--- src/rtl/lsu_pkg.sv ---
// Shared definitions for the load/store unit.
// Holds funct3 codes, the FSM state type and the request fault check.
package lsu_pkg;

  localparam logic [2:0] LB  = 3'b000;
  localparam logic [2:0] LH  = 3'b001;
  localparam logic [2:0] LW  = 3'b010;
  localparam logic [2:0] LBU = 3'b100;
  localparam logic [2:0] LHU = 3'b101;
  localparam logic [2:0] SB  = 3'b000;
  localparam logic [2:0] SH  = 3'b001;
  localparam logic [2:0] SW  = 3'b010;

  typedef enum logic [2:0] {
    S_IDLE,
    S_LOAD,
    S_RMW_READ,
    S_WRITE,
    S_DONE
  } lsu_state_e;

  // Illegal width code or misaligned address for the requested width.
  function automatic logic req_fault(
    input logic       is_store,
    input logic [2:0] funct3,
    input logic [1:0] addr_lo
  );
    logic illegal;
    logic misaligned;
    if (is_store)
      illegal = !(funct3 == SB || funct3 == SH || funct3 == SW);
    else
      illegal = !(funct3 == LB || funct3 == LH || funct3 == LW ||
                  funct3 == LBU || funct3 == LHU);
    misaligned = (funct3[1:0] == 2'b01 && addr_lo[0]) ||
                 (funct3[1:0] == 2'b10 && addr_lo != 2'b00);
    return illegal || misaligned;
  endfunction

endpackage

--- src/rtl/lsu_align.sv ---
// Lane extraction/extension for loads and byte/half merge for stores.
// Purely combinational; little-endian lane numbering.
module lsu_align
  import lsu_pkg::*;
(
  input  logic [2:0]  funct3,
  input  logic [1:0]  addr_lo,
  input  logic [31:0] rd_word,
  input  logic [31:0] old_word,
  input  logic [31:0] wdata,
  output logic [31:0] load_data,
  output logic [31:0] store_word
);

  logic [7:0]  lane_b;
  logic [15:0] lane_h;

  // Pick the addressed lane and extend it according to the load type.
  always_comb begin
    lane_b = rd_word[{addr_lo, 3'b000} +: 8];
    lane_h = addr_lo[1] ? rd_word[31:16] : rd_word[15:0];
    case (funct3)
      LB:      load_data = {{24{lane_b[7]}}, lane_b};
      LH:      load_data = {{16{lane_h[15]}}, lane_h};
      LBU:     load_data = {24'h0, lane_b};
      LHU:     load_data = {16'h0, lane_h};
      default: load_data = rd_word;
    endcase
  end

  // Replace only the addressed byte/half of the previously read word.
  always_comb begin
    store_word = old_word;
    case (funct3[1:0])
      2'b00:   store_word[{addr_lo, 3'b000} +: 8] = wdata[7:0];
      2'b01:   store_word[{addr_lo[1], 4'b0000} +: 16] = wdata[15:0];
      default: store_word = wdata;
    endcase
  end

endmodule

--- src/rtl/load_store_unit.sv ---
// RV32I load/store unit: one access at a time against a word memory.
// Sub-word stores use read-modify-write; faults complete without access.
module load_store_unit
  import lsu_pkg::*;
#(
  parameter int DEP = 64
) (
  input  logic        clk,
  input  logic        rst,
  input  logic        req,
  input  logic        is_store,
  input  logic [2:0]  funct3,
  input  logic [31:0] addr,
  input  logic [31:0] wdata,
  output logic        busy,
  output logic        done,
  output logic        fault,
  output logic [31:0] rdata,
  output logic [31:0] mem_addr,
  output logic [31:0] mem_wd,
  output logic        mem_we,
  input  logic [31:0] mem_rd
);

  localparam logic [31:0] DEP_W = 32'(DEP);

  lsu_state_e  state_q, state_d;
  logic [31:0] addr_q, addr_d;
  logic [2:0]  funct3_q, funct3_d;
  logic [31:0] wdata_q, wdata_d;
  logic        store_q, store_d;
  logic        fault_q, fault_d;
  logic [31:0] rmw_q, rmw_d;
  logic [31:0] rdata_q, rdata_d;

  logic [31:0] load_data;
  logic [31:0] store_word;
  logic [31:0] word_idx;

  lsu_align u_align (
    .funct3     (funct3_q),
    .addr_lo    (addr_q[1:0]),
    .rd_word    (mem_rd),
    .old_word   (rmw_q),
    .wdata      (wdata_q),
    .load_data  (load_data),
    .store_word (store_word)
  );

  // Next-state and register-update logic for the access sequencer.
  always_comb begin
    state_d  = state_q;
    addr_d   = addr_q;
    funct3_d = funct3_q;
    wdata_d  = wdata_q;
    store_d  = store_q;
    fault_d  = fault_q;
    rmw_d    = rmw_q;
    rdata_d  = rdata_q;
    case (state_q)
      S_IDLE: begin
        if (req) begin
          addr_d   = addr;
          funct3_d = funct3;
          wdata_d  = wdata;
          store_d  = is_store;
          fault_d  = req_fault(is_store, funct3, addr[1:0]);
          if (fault_d)
            state_d = S_DONE;
          else if (!is_store)
            state_d = S_LOAD;
          else if (funct3[1:0] == 2'b10)
            state_d = S_WRITE;
          else
            state_d = S_RMW_READ;
        end
      end
      S_LOAD: begin
        rdata_d = load_data;
        state_d = S_DONE;
      end
      S_RMW_READ: begin
        rmw_d   = mem_rd;
        state_d = S_WRITE;
      end
      S_WRITE: state_d = S_DONE;
      S_DONE:  state_d = S_IDLE;
      default: state_d = S_IDLE;
    endcase
  end

  // State and datapath registers.
  always_ff @(posedge clk or posedge rst) begin
    if (rst) begin
      state_q  <= S_IDLE;
      addr_q   <= '0;
      funct3_q <= '0;
      wdata_q  <= '0;
      store_q  <= 1'b0;
      fault_q  <= 1'b0;
      rmw_q    <= '0;
      rdata_q  <= '0;
    end else begin
      state_q  <= state_d;
      addr_q   <= addr_d;
      funct3_q <= funct3_d;
      wdata_q  <= wdata_d;
      store_q  <= store_d;
      fault_q  <= fault_d;
      rmw_q    <= rmw_d;
      rdata_q  <= rdata_d;
    end
  end

  // Outputs come from registered state only.
  always_comb begin
    word_idx = {2'b00, addr_q[31:2]};
    busy     = (state_q != S_IDLE);
    done     = (state_q == S_DONE);
    fault    = done && fault_q;
    mem_we   = (state_q == S_WRITE) && store_q;
    mem_wd   = store_word;
    mem_addr = word_idx % DEP_W;
    rdata    = rdata_q;
  end

endmodule

--- config.mk ---
export PLATFORM = sky130hd
export DESIGN_NAME = load_store_unit
export DESIGN_NICKNAME = d
export VERILOG_FILES = /design/src/rtl/lsu_pkg.sv /design/src/rtl/lsu_align.sv /design/src/rtl/load_store_unit.sv
export SDC_FILE = /design/constraint.sdc
export NUM_CORES = 1
export LEC_CHECK = 0
export BUFFER_PORTS_ARGS = -buffer_cell sky130_fd_sc_hd__buf_2
export CAP_MARGIN = 20
export CORE_ASPECT_RATIO = 1.25
export CORE_MARGIN = 2
export CORE_UTILIZATION = 40
export DETAILED_ROUTE_END_ITERATION = 6
export GPL_TIMING_DRIVEN = 0
export PLACE_DENSITY = 0.63
export SETUP_SLACK_MARGIN = 0.2
export SYNTH_ARGS = -nofsm -noshare
export SYNTH_HDL_FRONTEND = slang
export SYNTH_SLANG_ARGS = --single-unit
--- constraint.sdc ---
create_clock -name clk -period 8.42 [get_ports clk]
set_input_delay 1.684 -clock clk [delete_from_list [all_inputs] [get_ports clk]]
set_output_delay 1.684 -clock clk [all_outputs]
set_load 0.005 [all_outputs]
==> flow_summary.ini <==
[status]
status = finished clean

[worst_setup_path]
worstSetupStartpointType = flop
required_ns = 6.74
cp.arrival_ns = 3.65
crit_slowest_cell = nor3b_1
cp_cell_sequence = buf_2 -> inv_2 -> clkbuf_1 -> ha_1 -> nor3b_1 -> a31oi_1 -> o221ai_1 -> buf_2
critPathTopFamily = buffers and inverters
critPathMaxFanout = 12
worstSetupPathType = flop to output pin
critPathMaxStageDelay_ns = 0.92
cp-end-kind = output pin
worst_path_most_repeated_cell = buf_2
crit_buf_inv = 4

[clock_tree]
clock_sinks = 112
hold_buffers = 0
cts_buffers = 9
path_clk_slew_ns = 0.08
root_buffer = clkbuf_16
ctsResizeCount = 0
clockBufferDepth = 2
clk_latency_ns = 0.36
htree_levels = 3
cts_setup_buffers = 0
cts_tree = built

[sta]
min_period_ns = 5.33
clock_skew_ns = 0.00685
max_freq_mhz = 188
timing.setup.tns_ns = 0
relSlewSlack = 0.236
hold_violations = 0
tightest_slew_ns = 1.14
setup_viol = 0
slew_violations = 0
post-route-period-util = 0.633
timing.hold.ws_ns = 0.501
grt_setup_unrepaired = no

[grt]
grt_pass1_vias = 5675
antenna_found_initial = 0
track_usage = 0.244
grt.overflow.total = 0
grt_pass1_wl_um = 32100
grt_max_degree = 66

[power]
powerDensity_mw_per_mm2 = 423
peakVddDrop_v = 0.000176
p_leak_uw = 0.00355
p_total_uw = 3340

[drt]
via_count = 5706
detail_route.vias_per_cell = 5.67
avgRoutedWirePerCell_um = 20.9
drtIter0Drc = 424
drtPass1Iterations = 5
drt_wl_total_um = 21000
drc = 0
ant_nets = 0

[finish]
final_nets = 898
n_antenna_cell = 0
area_growth_pct = 22.7
finish.instance_area_sq_mm = 0.00789
finish.utilization = 0.505
nFillCells = 1474
drive_gt1_frac = 0.384

[yosys]
netlist_area_sq_mm = 0.00643
ys_seq_area_frac = 0.436
synth_edf_count = 0
yosysUniqueCellTypes = 47
synth_flop_cell = dfrtp_1
async_flop_share = 1.00
syn_avg_cell_area_sq_um = 10.7
synth_seq_cells = 112
ys_warn_count = 0
synthCells = 601

[place]
dp_hpwl_um = 16100
portBuffers = 152
placed_area_sq_mm = 0.00758
place_congestion = 0.897

[die]
die_y_um = 146
num_io_pins = 203
die-area_sq_mm = 0.0171
die_w_um = 117
core.rowCount = 51
start_util = 0.411
core_area_sq_mm = 0.0156

[hold_path]
hp-class = flop to flop

[run]
drv_cap = 0
==> worst register-to-register path, stage by stage (launching register included) <==
cell and delay, ns:
dfrtp_1 0.48, nor4b_2 0.63, buf_2 0.39, buf_2 0.30, mux2_1 0.34
==> state kept, by name, summed over array words and instances (netlist names) <==
| name | flops |
|---|---|
| fault_q | 1 |
| addr_q | 8 |
| state_q | 3 |
| store_q | 1 |
| funct3_q | 3 |
| rdata | 32 |
| wdata_q | 32 |
| rmw_q | 32 |
==> synthesized netlist by cell type, types with 2 or more instances <==
master,number,share of area
nor3_1,7,0.0054
nor2b_1,19,0.018
buf_2,14,0.011
a31oi_1,17,0.017
nor3b_1,3,0.0035
o41ai_1,2,0.0027
mux2i_1,25,0.039
o221ai_1,16,0.022
a41o_1,2,0.0031
nor2_1,24,0.014
o32ai_1,7,0.0095
mux2_2,76,0.13
dfrtp_1,112,0.44
buf_4,32,0.037
o22ai_2,10,0.019
buf_1,3,0.0018
clkbuf_1,39,0.023
a22o_1,16,0.022
o22ai_1,7,0.0068
a22oi_1,17,0.020
nand2_1,28,0.016
or3b_1,2,0.0027
and2_1,2,0.0019
nor4bb_1,2,0.0031
a21oi_1,32,0.025
a311oi_1,7,0.0095
o21ai_1,3,0.0023
o31ai_1,7,0.0082
or3_1,2,0.0019
a221o_1,17,0.026
ha_1,5,0.0097
a211oi_1,7,0.0082
nand2b_1,11,0.011
inv_1,9,0.0053
mux2_1,5,0.0088
o21ai_0,3,0.0023
==> layout make-up <==
type | instances | area, sq um | area share
well taps | 212 | 265 | 0.0336
multi-input cells | 415 | 3200 | 0.406
clock buffers | 12 | 256 | 0.0325
plain buffers | 89 | 479 | 0.0608
flip-flops and latches | 112 | 2800 | 0.355
inverters | 10 | 40.0 | 0.00508
clock inverters | 4 | 51.3 | 0.00650
repair buffers | 153 | 788 | 0.0999
==> routing by layer <==
layer / routed length [um] / track usage / up-vias / share of wire
li1: - / - / 2580 / -
met1: 8390 / 0.305 / 2797 / 0.40
met2: 10700 / 0.419 / 292 / 0.51
met3: 1350 / 0.0400 / 37 / 0.064
met4: 590 / 0.102 / 0 / 0.028
met5: 0 / 0 / - / 0
==> cell usage in the layout, fill, tap and decap left out, drive strengths merged, types with 16 or more instances in the layout <==
master and instances:
a21oi 32, clkbuf 51, conb 26, a31oi 17, mux2i 25, dfrtp 112, o22ai 17, nor2 24
nor2b 19, a22oi 17, nand2 28, buf 203, a22o 16, a221o 17, mux2 81, o221ai 16
==> through the flow <==
stage               std cells  worst slack, ns
CTS                      1007             3.24
detailed placement        991             3.65
global route             1007             2.96
floorplan                 626             3.78
global placement          990             2.52
finish                   1007             3.09
==> cell families (layout without fill, tap and decap cells) <==
kind of cell	Yosys count	count (layout)	share of synthesized area
buf+inv	99	268	0.0804
fa+ha+maj	5	5	0.00973
mux	106	106	0.181
simple gates	105	105	0.0852
compound gates	173	173	0.207
flops	112	112	0.436
other cells	1	26	0.000583
==> worst paths after layout <==
| path | start | to | slack [ns] | cells past startpoint |
|---|---|---|---|---|
| hold / removal | wdata_q[26] | wdata_q[26] | 0.50 | 1 |
| min in group asynchronous | rst | rdata[16] | 1.50 | 2 |
| setup / recovery | addr_q[1] | mem_wd[1] | 3.09 | 8 |
| max in group asynchronous | rst | wdata_q[23] | 6.19 | 3 |
| hold reg to reg | wdata_q[26] | wdata_q[26] | 0.50 | 1 |
| setup reg to reg | state_q[1] | wdata_q[26] | 6.18 | 4 |
==> report_power, final <==
| part | leakage, uW | total (uW) | switching [uW] | internal [uW] |
|---|---|---|---|---|
| clock | 0.000149 | 448 | 200 | 248 |
| combinational | 0.00209 | 1840 | 981 | 862 |
| sequential | 0.00132 | 1040 | 229 | 816 |
Note: power is estimated with default switching activity, not from simulation.
